$ cat config.mk
export PLATFORM = sky130hd
export DESIGN_NAME = game_ctrl
export DESIGN_NICKNAME = d
export VERILOG_FILES = /design/src/rtl/game_ctrl_pkg.sv /design/src/rtl/game_ctrl_collision_check.sv /design/src/rtl/game_ctrl.sv
export SDC_FILE = /design/constraint.sdc
export NUM_CORES = 1
export LEC_CHECK = 0
export CAP_MARGIN = 15
export CORE_MARGIN = 1.5
export CORE_UTILIZATION = 41
export DETAILED_ROUTE_END_ITERATION = 6
export SLEW_MARGIN = 5
export SYNTH_ARGS = -nofsm -noshare
export SYNTH_HDL_FRONTEND = slang
export SYNTH_SLANG_ARGS = --single-unit
$ cat constraint.sdc
create_clock -name clk -period 9.1 [get_ports clk]
set_input_delay 1.82 -clock clk [delete_from_list [all_inputs] [get_ports clk]]
set_output_delay 1.82 -clock clk [all_outputs]
set_load 0.03 [all_outputs]
$ cat src/rtl/game_ctrl_pkg.sv
// Shared game constants: FSM state encoding, default sprite/playfield geometry
// and the saturating score helper used by the game controller.
package game_ctrl_pkg;

    localparam logic [1:0] ST_IDLE    = 2'd0;
    localparam logic [1:0] ST_PLAYING = 2'd1;
    localparam logic [1:0] ST_DYING   = 2'd2;
    localparam logic [1:0] ST_OVER    = 2'd3;

    localparam int BIRD_W_DEF       = 16;
    localparam int BIRD_H_DEF       = 16;
    localparam int PIPE_W_DEF       = 40;
    localparam int GAP_H_DEF        = 120;
    localparam int FLOOR_Y_DEF      = 480;
    localparam int DEATH_FRAMES_DEF = 60;

    localparam int POS_W     = 10;
    localparam int SUM_W     = 11;
    localparam int CNT_W     = 10;
    localparam int CNT_MAX   = 999;
    localparam int NUM_PIPES = 3;

    // Adds up to three passes in one frame and clamps at the display limit.
    function automatic logic [CNT_W-1:0] sat_add_count(input logic [CNT_W-1:0] cnt,
                                                       input logic [1:0]       inc);
        logic [CNT_W:0]   sum;
        logic [CNT_W-1:0] res;
        sum = {1'b0, cnt} + {{(CNT_W-1){1'b0}}, inc};
        if (sum > (CNT_W+1)'(CNT_MAX)) begin
            res = CNT_W'(CNT_MAX);
        end else begin
            res = sum[CNT_W-1:0];
        end
        return res;
    endfunction

endpackage

$ cat src/rtl/game_ctrl_collision_check.sv
// Combinational bird-versus-one-pipe geometry: overlap with the solid pipe
// body (hit) and bird fully right of the pipe (cleared).
module collision_check
    import game_ctrl_pkg::*;
#(
    parameter int BIRD_W = BIRD_W_DEF,
    parameter int BIRD_H = BIRD_H_DEF,
    parameter int PIPE_W = PIPE_W_DEF,
    parameter int GAP_H  = GAP_H_DEF
) (
    input  logic [POS_W-1:0] bird_x,
    input  logic [POS_W-1:0] bird_y,
    input  logic [POS_W-1:0] pipe_x,
    input  logic [POS_W-1:0] pipe_y,
    output logic             hit,
    output logic             cleared
);

    // One extra bit on every edge so right/bottom sums never wrap.
    logic [SUM_W-1:0] bird_l;
    logic [SUM_W-1:0] bird_t;
    logic [SUM_W-1:0] bird_r;
    logic [SUM_W-1:0] bird_b;
    logic [SUM_W-1:0] pipe_l;
    logic [SUM_W-1:0] pipe_r;
    logic [SUM_W-1:0] gap_t;
    logic [SUM_W-1:0] gap_b;
    logic             x_overlap;
    logic             outside_gap;

    assign bird_l = {1'b0, bird_x};
    assign bird_t = {1'b0, bird_y};
    assign bird_r = bird_l + SUM_W'(BIRD_W);
    assign bird_b = bird_t + SUM_W'(BIRD_H);
    assign pipe_l = {1'b0, pipe_x};
    assign pipe_r = pipe_l + SUM_W'(PIPE_W);
    assign gap_t  = {1'b0, pipe_y};
    assign gap_b  = gap_t + SUM_W'(GAP_H);

    assign x_overlap   = (bird_r > pipe_l) && (bird_l < pipe_r);
    assign outside_gap = (bird_t < gap_t) || (bird_b > gap_b);

    assign hit     = x_overlap && outside_gap;
    assign cleared = (pipe_r <= bird_l);

endmodule

$ cat src/rtl/game_ctrl.sv
// Game supervisor: start/flap handling, collision-driven death pause,
// pipe-pass scoring. All decisions are taken on frame_tick cycles.
module game_ctrl
    import game_ctrl_pkg::*;
#(
    parameter int BIRD_W       = BIRD_W_DEF,
    parameter int BIRD_H       = BIRD_H_DEF,
    parameter int PIPE_W       = PIPE_W_DEF,
    parameter int GAP_H        = GAP_H_DEF,
    parameter int FLOOR_Y      = FLOOR_Y_DEF,
    parameter int DEATH_FRAMES = DEATH_FRAMES_DEF
) (
    input  logic             clk,
    input  logic             reset,
    input  logic             frame_tick,
    input  logic             start,
    input  logic             flap,
    input  logic [POS_W-1:0] bird_x,
    input  logic [POS_W-1:0] bird_y,
    input  logic [POS_W-1:0] pipe1_x,
    input  logic [POS_W-1:0] pipe2_x,
    input  logic [POS_W-1:0] pipe3_x,
    input  logic [POS_W-1:0] pipe1_y,
    input  logic [POS_W-1:0] pipe2_y,
    input  logic [POS_W-1:0] pipe3_y,
    output logic             master,
    output logic             game_reset,
    output logic [1:0]       state,
    output logic             pass_pulse,
    output logic [CNT_W-1:0] pipes_passed
);

    localparam int DCNT_W = (DEATH_FRAMES > 1) ? $clog2(DEATH_FRAMES) : 1;

    logic [1:0]           state_q,        state_d;
    logic [DCNT_W-1:0]    death_cnt_q,    death_cnt_d;
    logic                 start_prev_q,   start_prev_d;
    logic                 game_reset_q,   game_reset_d;
    logic                 pass_pulse_q,   pass_pulse_d;
    logic [CNT_W-1:0]     pipes_passed_q, pipes_passed_d;
    logic [NUM_PIPES-1:0] passed_q,       passed_d;

    logic [POS_W-1:0]     pipe_x [NUM_PIPES];
    logic [POS_W-1:0]     pipe_y [NUM_PIPES];
    logic [NUM_PIPES-1:0] pipe_hit;
    logic [NUM_PIPES-1:0] pipe_cleared;
    logic [NUM_PIPES-1:0] pipe_respawn;
    logic [NUM_PIPES-1:0] pass_new;
    logic [1:0]           pass_cnt;
    logic                 floor_hit;
    logic                 any_hit;
    logic                 start_rise;

    assign pipe_x[0] = pipe1_x;
    assign pipe_x[1] = pipe2_x;
    assign pipe_x[2] = pipe3_x;
    assign pipe_y[0] = pipe1_y;
    assign pipe_y[1] = pipe2_y;
    assign pipe_y[2] = pipe3_y;

    for (genvar g = 0; g < NUM_PIPES; g++) begin : g_pipe
        collision_check #(
            .BIRD_W (BIRD_W),
            .BIRD_H (BIRD_H),
            .PIPE_W (PIPE_W),
            .GAP_H  (GAP_H)
        ) u_collision_check (
            .bird_x  (bird_x),
            .bird_y  (bird_y),
            .pipe_x  (pipe_x[g]),
            .pipe_y  (pipe_y[g]),
            .hit     (pipe_hit[g]),
            .cleared (pipe_cleared[g])
        );
        // A pipe reappearing to the right of the bird re-arms its pass flag.
        assign pipe_respawn[g] = (pipe_x[g] > bird_x);
    end

    assign floor_hit  = (({1'b0, bird_y} + SUM_W'(BIRD_H)) >= SUM_W'(FLOOR_Y));
    assign any_hit    = floor_hit || (|pipe_hit);
    assign start_rise = start && !start_prev_q;
    assign pass_new   = pipe_cleared & ~passed_q;

    always_comb begin
        pass_cnt = 2'd0;
        for (int i = 0; i < NUM_PIPES; i++) begin
            pass_cnt = pass_cnt + {1'b0, pass_new[i]};
        end
    end

    always_comb begin
        state_d        = state_q;
        death_cnt_d    = death_cnt_q;
        start_prev_d   = start_prev_q;
        game_reset_d   = 1'b0;
        pass_pulse_d   = 1'b0;
        pipes_passed_d = pipes_passed_q;
        passed_d       = passed_q;

        if (frame_tick) begin
            start_prev_d = start;

            for (int i = 0; i < NUM_PIPES; i++) begin
                if (pipe_cleared[i]) begin
                    passed_d[i] = 1'b1;
                end else if (pipe_respawn[i]) begin
                    passed_d[i] = 1'b0;
                end
            end

            case (state_q)
                ST_IDLE: begin
                    // Start edge and flap together still give a single restart.
                    if (start_rise || flap) begin
                        state_d      = ST_PLAYING;
                        game_reset_d = 1'b1;
                    end
                end
                ST_PLAYING: begin
                    // A collision on the same frame as a pass forfeits the pass.
                    if (any_hit) begin
                        state_d     = ST_DYING;
                        death_cnt_d = DCNT_W'(DEATH_FRAMES - 1);
                    end else if (pass_cnt != 2'd0) begin
                        pass_pulse_d   = 1'b1;
                        pipes_passed_d = sat_add_count(pipes_passed_q, pass_cnt);
                    end
                end
                ST_DYING: begin
                    if (death_cnt_q == '0) begin
                        state_d = ST_OVER;
                    end else begin
                        death_cnt_d = death_cnt_q - DCNT_W'(1);
                    end
                end
                ST_OVER: begin
                    if (flap) begin
                        state_d      = ST_IDLE;
                        game_reset_d = 1'b1;
                    end
                end
                default: begin
                    state_d = ST_IDLE;
                end
            endcase

            if (game_reset_d) begin
                pipes_passed_d = '0;
                passed_d       = '0;
            end
        end
    end

    always_ff @(posedge clk) begin
        if (reset) begin
            state_q        <= ST_IDLE;
            death_cnt_q    <= '0;
            start_prev_q   <= 1'b0;
            game_reset_q   <= 1'b0;
            pass_pulse_q   <= 1'b0;
            pipes_passed_q <= '0;
            passed_q       <= '0;
        end else begin
            state_q        <= state_d;
            death_cnt_q    <= death_cnt_d;
            start_prev_q   <= start_prev_d;
            game_reset_q   <= game_reset_d;
            pass_pulse_q   <= pass_pulse_d;
            pipes_passed_q <= pipes_passed_d;
            passed_q       <= passed_d;
        end
    end

    assign master       = (state_q == ST_PLAYING);
    assign game_reset   = game_reset_q;
    assign state        = state_q;
    assign pass_pulse   = pass_pulse_q;
    assign pipes_passed = pipes_passed_q;

endmodule

==> metrics.log, run 1 <==
[metrics] antenna violations before repair: 0
[metrics] Placement Rows: 42
[metrics] buffers inserted during post-CTS setup optimization: 0
[metrics] max-cap violation count: 0
[metrics] via count of the first global-routing pass: 5,275
[metrics] Pre-antenna DRT Iters: 5
[metrics] Tmin final: 6.82 ns
[metrics] Yosys warnings: 0
[metrics] Tot GR Track Use: 0.217
[metrics] synthesized area: 0.00551 mm2
[metrics] Congestion Overflow GR: 0
[metrics] buffer depth of the longest clock path: 2
[metrics] Req. time, crit path: 9.27 ns
[metrics] type of the worst min-delay path: reg -> reg
[metrics] final setup violating endpoints: 0
[metrics] slew at the pin closest to its max-slew limit: 1.04 ns
[metrics] detailed-placement wirelength estimate: 13,400 um
[metrics] Mean Syn Cell Area: 7.69 um2
[metrics] outcome: completed
[metrics] min-delay src: passed_q[1]
[metrics] DRC violation count after routing: 0
[metrics] commonest non-fill, non-tap cell in the layout: sky130_fd_sc_hd__ha_1
[metrics] Clock Latency Late Sink: 0.26 ns
[metrics] number of flops mapped to enable cells by yosys: 0
[metrics] Clk Tree Root Cell: sky130_fd_sc_hd__clkbuf_16
[metrics] Ant. Diodes: 0
[metrics] max_slew headroom: 0.308
[metrics] final total power: 0.577 mW
[metrics] iteration-0 DRC count of the detailed router: 417
[metrics] Post-synth ARST share: 0
[metrics] Top Usage Layer GRT: met2
[metrics] register area share after synthesis: 0.0873
[metrics] highest-count cells in the layout ignoring fill and taps: 153 x sky130_fd_sc_hd__ha_1, 99 x sky130_fd_sc_hd__clkdlybuf4s50_1, 90 x sky130_fd_sc_hd__inv_1, 61 x sky130_fd_sc_hd__a21oi_1, 49 x sky130_fd_sc_hd__nand2_1
[metrics] category of the worst setup path capture point: flip-flop
[metrics] final instance area: 0.00677 mm2
[metrics] global placement routability congestion: 0.892
[metrics] x dimension of the die: 119 um
[metrics] cell taking the most area after synthesis: sky130_fd_sc_hd__ha_1
[metrics] via count: 5,531
[metrics] Std-Cell Core Area: 0.0132 mm2
[metrics] synthesized-area fraction occupied by ao, oa, aoi and oai cells: 0.228
[metrics] area taken by multi-input logic gates: 0.00465 mm2
[metrics] Worst Skew: 0.00516 ns
[metrics] number of buffers inserted during clock tree synthesis: 3
[metrics] cell area power density: 85.1 mW/mm2
[metrics] fin nets: 1,052
[metrics] overall die height: 119 um
[metrics] pin count of the biggest net entering global routing: 19
[metrics] share of cells above drive strength 1: 0.0173
[metrics] biggest area contributors in the synthesized netlist: sky130_fd_sc_hd__ha_1 35%, sky130_fd_sc_hd__dfxtp_1 8.7%, sky130_fd_sc_hd__inv_1 6.1%, sky130_fd_sc_hd__a21oi_1 5.5%, sky130_fd_sc_hd__xnor2_1 4.8%
[metrics] data arrival time at the worst-slack endpoint: 6.98 ns
[metrics] Simple-Gate Fraction of Synth Area: 0.197
[metrics] footprint of the flip-flops and latches: 480 um2
[metrics] post-synth cell types: 58
[metrics] final number of max-transition violations: 0
[metrics] area fraction of the dominant cell type after synthesis: 0.348
[metrics] number of buffers inserted by port buffering: 99
[metrics] cell count after synthesis: 716
[metrics] Starting Density: 0.417
[metrics] mean number of vias per cell: 5.60
[metrics] multiplexer area fraction after synthesis: 0.00545
[metrics] dominant combinational cell family by area after synthesis: adder cells
[metrics] Layout area overhead: 23.0%
[metrics] antenna viol nets, final: 0
[metrics] worst-case vdd ir drop: 0.0509 mV
[metrics] Crit Path Class: in -> reg
[metrics] GR Util met2: 0.385
[metrics] RSZ-0062 raised after global routing: false
[metrics] Critical path origin: pipe1_x[3]
[metrics] net count of the mapped netlist: 956
[metrics] clock slew seen by the registers of the worst setup and hold paths: 0.06 ns
[metrics] I/O Pins: 100
[metrics] share of the cycle needed by the critical path after routing: 0.749
[metrics] clock sinks: 24
[metrics] predominant post-synthesis flop cell: sky130_fd_sc_hd__dfxtp_1
[metrics] count of H-tree levels built during CTS: 1
[metrics] launching element type of the critical path: input pin
[metrics] met3 track utilization from global routing: 0.0115
[metrics] highest clock frequency the design can meet: 147 MHz
[metrics] TritonCTS clock tree: built
[metrics] post-synthesis register bit count: 24
[metrics] number of hold buffers added after CTS: 0
[metrics] number of gates given a new drive strength after cts: 0
[metrics] detail-routed net length per standard cell: 15.8 um
[metrics] area share of xor/xnor cells in the synthesized design: 0.0605
[metrics] fill count: 1,269
[metrics] number of hold-slack violations in the final timing report: 0
[metrics] Synth Area in Adders: 0.355
[metrics] total negative setup slack: 0 ns
[metrics] r2r startpoint: passed_q[2]
[metrics] wire length of the first global-routing pass: 25,400 um
[metrics] dpl cell area: 0.00668 mm2
[metrics] Leakage: 3.18 nW
[metrics] critical-path maximum fanout: 7
[metrics] met1 usage in global routing: 0.300
[metrics] total wire length: 15,600 um
[metrics] floorplan die area: 0.0141 mm2
==> registers in the layout (all words and copies together), names as in the netlist <==
name          flops
game_reset        1
pass_pulse        1
death_cnt_q       6
start_prev_q      1
pipes_passed     10
state             2
passed_q          3
==> layer usage <==
layer	part of all wire	wire length, um	vias to the layer above
li1	-	-	2808
met1	0.49	7600	2564
met2	0.47	7320	145
met3	0.036	561	14
met4	0.0065	102	0
met5	0	0	-
==> cells by family (layout without fill, tap and decap cells) <==
| logic type | Yosys count | after routing |
|---|---|---|
| compound gates | 195 | 195 |
| buf+inv | 98 | 193 |
| xor+xnor | 38 | 38 |
| flops | 24 | 24 |
| fa+ha+maj | 155 | 155 |
| simple gates | 203 | 203 |
| mux | 3 | 3 |
==> report_power, final <==
part / internal, mW / leakage (nW) / switching (mW)
registers: 0.112 / 0.195 / 0.00658
clock network: 0.0672 / 0.0442 / 0.0382
logic: 0.156 / 2.94 / 0.196
==> final cells by class <==
class / count / share of cell area
clock buffers: 4 / 0.0131
inverters: 90 / 0.0499
repair buffers: 99 / 0.146
multi-input cells: 594 / 0.687
well taps: 176 / 0.0325
flip-flops and latches: 24 / 0.0709
==> worst max-delay path, cell delays in order <==
cell,delay (ns)
sky130_fd_sc_hd__clkdlybuf4s50_1,0.56
sky130_fd_sc_hd__ha_1,0.22
sky130_fd_sc_hd__o21ai_0,0.14
sky130_fd_sc_hd__or3_1,0.36
sky130_fd_sc_hd__xnor2_1,0.15
sky130_fd_sc_hd__ha_1,0.30
sky130_fd_sc_hd__and3_1,0.17
sky130_fd_sc_hd__o21ai_0,0.08
sky130_fd_sc_hd__a21oi_1,0.19
sky130_fd_sc_hd__nor2b_1,0.21
sky130_fd_sc_hd__fa_1,0.46
sky130_fd_sc_hd__ha_1,0.24
sky130_fd_sc_hd__fa_1,0.41
sky130_fd_sc_hd__inv_1,0.11
sky130_fd_sc_hd__o2111ai_1,0.12
sky130_fd_sc_hd__o311ai_0,0.14
sky130_fd_sc_hd__o311ai_0,0.21
sky130_fd_sc_hd__a31oi_1,0.49
sky130_fd_sc_hd__nor2b_1,0.29
sky130_fd_sc_hd__nand2_1,0.11
sky130_fd_sc_hd__o221ai_1,0.19
==> cells in the mapped netlist (all sizes together), types with 12 or more instances <==
master and number:
ha 153, inv 90, a21oi 61, nand2 49
o21ai 38, nand3 36, xnor2 30, dfxtp 24
nor2 19, a21o 18, nand4 16, and3 14
nor2b 12, nor3 12
==> stage by stage <==
stage | util | hold slack [ns] | instances | setup WS [ns]
6_report | 0.513 | 0.465 | 987 | 2.28
5_1_grt | 0.513 | 0.495 | 987 | 2.04
4_1_cts | 0.513 | 0.472 | 987 | 2.34
3_5_place_dp | 0.507 | 0.459 | 983 | 2.10
3_3_place_gp | 0.507 | 0.447 | 983 | 2.25
2_1_floorplan | - | 0.436 | 716 | 3.30
==> worst paths after layout <==
check,to,slack (ns),cells after the start
worst max-delay path,pipes_passed[4],2.28,21
worst min register to register,passed_q[1],0.47,2
worst max register to register,pipes_passed[4],5.76,12
worst min-delay path,passed_q[1],0.47,2
No activity file was read; power rests on OpenSTA's default activity.
==> inputs of run 2 (changes only) <==
--- a/config.mk
+++ b/config.mk
@@ -9,6 +9,7 @@
 export CORE_MARGIN = 1.5
 export CORE_UTILIZATION = 41
 export DETAILED_ROUTE_END_ITERATION = 6
+export PLACE_DENSITY = 0.67
 export SLEW_MARGIN = 5
 export SYNTH_ARGS = -nofsm -noshare
 export SYNTH_HDL_FRONTEND = slang
==> constraint.sdc (replaced) <==
create_clock -name clk -period 5.5 [get_ports clk]
set_input_delay 1.1 -clock clk [delete_from_list [all_inputs] [get_ports clk]]
set_output_delay 1.1 -clock clk [all_outputs]
set_load 0.03 [all_outputs]
==> metrics.log, run 2 (synthesized netlist as in run 1, its figures left out) <==
[metrics] outcome: completed (unchanged)
[metrics] overall die height: 119 um (unchanged)
[metrics] DRC violation count after routing: 0 (unchanged)
[metrics] number of buffers inserted by port buffering: 99 (unchanged)
[metrics] Placement Rows: 42 (unchanged)
[metrics] count of H-tree levels built during CTS: 1 (unchanged)
[metrics] share of cells above drive strength 1: 0.108 (was 0.0173)
[metrics] floorplan die area: 0.0141 mm2 (unchanged)
[metrics] CP Buf/Inv Count: 4 (was 2)
[metrics] cell area power density: 143 mW/mm2 (was 85.1 mW/mm2)
[metrics] pin count of the biggest net entering global routing: 19 (unchanged)
[metrics] worst path cell trace: clkdlybuf4s50_1, inv_1, or3_1, xnor2_1, ha_1, a21oi_1, nand2_1, nand2_2, nor2_2, fa_1, ha_2, fa_2, inv_2, o2111ai_1, o311ai_1, o311ai_1, a31oi_1, buf_4, o21a_1, a211oi_1, a31o_2 (was clkdlybuf4s50_1, ha_1, o21ai_0, or3_1, xnor2_1, ha_1, and3_1, o21ai_0, a21oi_1, nor2b_1, fa_1, ha_1, fa_1, inv_1, o2111ai_1, o311ai_0, o311ai_0, a31oi_1, nor2b_1, nand2_1, o221ai_1)
[metrics] post-layout instance count excluding filler cells: 1,052 (was 987)
[metrics] number of cells on the worst hold path: 2 (unchanged)
[metrics] data arrival time at the worst-slack endpoint: 5.47 ns (was 6.98 ns)
[metrics] iteration-0 DRC count of the detailed router: 301 (was 417)
[metrics] Layout area overhead: 33.7% (was 23.0%)
[metrics] Tot GR Track Use: 0.230 (was 0.217)
[metrics] x dimension of the die: 119 um (unchanged)
[metrics] fill count: 1,238 (was 1,269)
[metrics] Tmin final: 5.31 ns
[metrics] max-cap violation count: 0 (unchanged)
[metrics] launching element type of the critical path: input pin (unchanged)
[metrics] Max stage delay cell, worst path: sky130_fd_sc_hd__clkdlybuf4s50_1 (unchanged)
[metrics] detailed-placement wirelength estimate: 14,200 um (was 13,400 um)
[metrics] mean number of vias per cell: 5.54 (was 5.60)
[metrics] final setup margin: 0.190 ns (was 2.28 ns)
[metrics] area taken by multi-input logic gates: 0.00472 mm2 (was 0.00465 mm2)
[metrics] clock sinks: 24 (unchanged)
[metrics] flip-flop count of the largest register after layout: 10 (unchanged)
[metrics] Congestion Overflow GR: 0 (unchanged)
[metrics] highest clock frequency the design can meet: 188 MHz
[metrics] max_slew headroom: 0.527 (was 0.308)
[metrics] final setup violating endpoints: 0 (unchanged)
[metrics] number of hold-slack violations in the final timing report: 0 (unchanged)
[metrics] Std-Cell Core Area: 0.0132 mm2 (unchanged)
[metrics] Pre-antenna DRT Iters: 5 (unchanged)
[metrics] wire length of the first global-routing pass: 27,200 um (was 25,400 um)
[metrics] slew at the pin closest to its max-slew limit: 0.708 ns (was 1.04 ns)
[metrics] global placement routability congestion: 0.919 (was 0.892)
[metrics] footprint of the flip-flops and latches: 480 um2 (unchanged)
[metrics] Clock Latency Late Sink: 0.26 ns (about the same)
[metrics] final number of max-transition violations: 0 (unchanged)
[metrics] Crit Path Class: in -> reg (unchanged)
[metrics] antenna violations before repair: 0 (unchanged)
[metrics] depth of the most critical reg-to-reg path: 13 (was 12)
[metrics] share of the cycle needed by the critical path after routing: 0.965
[metrics] via count: 5,833 (was 5,531)
[metrics] total wire length: 16,300 um (was 15,600 um)
[metrics] type of the worst min-delay path: reg -> reg (unchanged)
[metrics] worst-case vdd ir drop: 0.145 mV (was 0.0509 mV)
[metrics] delay-heaviest family, CP: adder cells (unchanged)
[metrics] detail-routed net length per standard cell: 15.5 um (was 15.8 um)
[metrics] Crit path depth: 21 (unchanged)
[metrics] Clk Tree Root Cell: sky130_fd_sc_hd__clkbuf_16 (unchanged)
[metrics] final total power: 1.05 mW (was 0.577 mW)
[metrics] pre-CTS worst setup slack: -0.406 ns (was 2.10 ns)
[metrics] Worst Skew: 0.00590 ns (was 0.00516 ns)
[metrics] critical path's most frequent cell: sky130_fd_sc_hd__o311ai_1 (was sky130_fd_sc_hd__ha_1)
[metrics] buffer depth of the longest clock path: 2 (unchanged)
[metrics] number of hold buffers added after CTS: 0 (unchanged)
[metrics] via count of the first global-routing pass: 6,148 (was 5,275)
[metrics] clock slew seen by the registers of the worst setup and hold paths: 0.07 ns (was 0.06 ns)
[metrics] flop-to-flop setup slack: 2.57 ns (was 5.76 ns)
[metrics] Req. time, crit path: 5.66 ns (was 9.27 ns)
[metrics] TritonCTS clock tree: built (unchanged)
[metrics] commonest non-fill, non-tap cell in the layout: sky130_fd_sc_hd__ha_1 (unchanged)
[metrics] delay contributed by the slowest stage of the critical path: 0.59 ns (was 0.56 ns)
[metrics] instance count after placement with tap cells included: 1,043 (was 983)
[metrics] Post-Route Hold Slack: 0.472 ns (was 0.465 ns)
[metrics] antenna viol nets, final: 0 (unchanged)
[metrics] critical-path maximum fanout: 3 (was 7)
[metrics] I/O Pins: 100 (unchanged)
[metrics] highest-count cells in the layout ignoring fill and taps: 151 x sky130_fd_sc_hd__ha_1, 91 x sky130_fd_sc_hd__clkdlybuf4s50_1, 89 x sky130_fd_sc_hd__inv_1, 65 x sky130_fd_sc_hd__buf_4, 58 x sky130_fd_sc_hd__a21oi_1 (was 153 x sky130_fd_sc_hd__ha_1, 99 x sky130_fd_sc_hd__clkdlybuf4s50_1, 90 x sky130_fd_sc_hd__inv_1, 61 x sky130_fd_sc_hd__a21oi_1, 49 x sky130_fd_sc_hd__nand2_1)
[metrics] fin nets: 1,117 (was 1,052)
[metrics] number of buffers inserted during clock tree synthesis: 3 (unchanged)
[metrics] Starting Density: 0.417 (unchanged)
[metrics] category of the worst setup path capture point: flip-flop (unchanged)
[metrics] Ant. Diodes: 0 (unchanged)
[metrics] Leakage: 3.57 nW (was 3.18 nW)
==> run 2: cell types whose count changed in the layout (fill, tap and decap cells not counted), moves of 4 or more <==
cell,change
sky130_fd_sc_hd__buf_4,+65
sky130_fd_sc_hd__clkdlybuf4s50_1,-8
sky130_fd_sc_hd__dlymetal6s2s_1,+7
sky130_fd_sc_hd__o21ai_0,-5
sky130_fd_sc_hd__o21ai_1,+4
==> run 2: worst paths after layout <==
kind,startpoint,to
max,pipe2_x[7],pipes_passed[6]
min,passed_q[1],passed_q[1]
max reg2reg,passed_q[2],pipes_passed[6]
min reg2reg,passed_q[1],passed_q[1]
==> run 2: final cells by class <==
class                      count  area share
clock inverter                 1     0.00408
clock buffer                   3      0.0102
sequential                    24      0.0653
inverter                      90      0.0459
multi-input combinational    594       0.641
tap                          176      0.0299
timing repair buffer         164       0.203
==> run 2: report_power, final <==
| group | leakage [nW] | internal, mW | total [mW] | switching (mW) |
|---|---|---|---|---|
| combinational | 3.33 | 0.306 | 0.646 | 0.340 |
| sequential | 0.195 | 0.186 | 0.198 | 0.0122 |
| clock | 0.0511 | 0.145 | 0.209 | 0.0644 |
==> run 2: per-stage QoR <==
step / setup TNS, ns / area, um2 / util
floorplan: 0 / 5510 / -
global placement: -1.47 / 7130 / 0.541
detailed placement: -2.78 / 7130 / 0.541
CTS: 0 / 7260 / 0.550
global route: -0.00337 / 7360 / 0.558
finish: 0 / 7360 / 0.558
==> run 2: per-layer routing <==
layer / vias up / GRT usage / part of all wire
li1: 2938 / - / -
met1: 2702 / 0.271 / 0.44
met2: 160 / 0.445 / 0.50
met3: 33 / 0.0187 / 0.037
met4: 0 / 0.0557 / 0.022
met5: - / 0 / 0
==> run 2: what timing repair did <==
action,in CTS,in global routing
cloned,0,0
setup buffers,2,3
gates resized for setup,5,29
pin swaps,3,10
endpoints found under the setup margin,5,10
==> run 2: worst reg2reg max path, delay by kind of cell (launching register included) <==
family / cells / cell delay, ns
fa+ha+maj: 3 / 1.11
compound gates: 7 / 1.04
flops: 1 / 0.38
buf+inv: 2 / 0.23
simple gates: 1 / 0.06
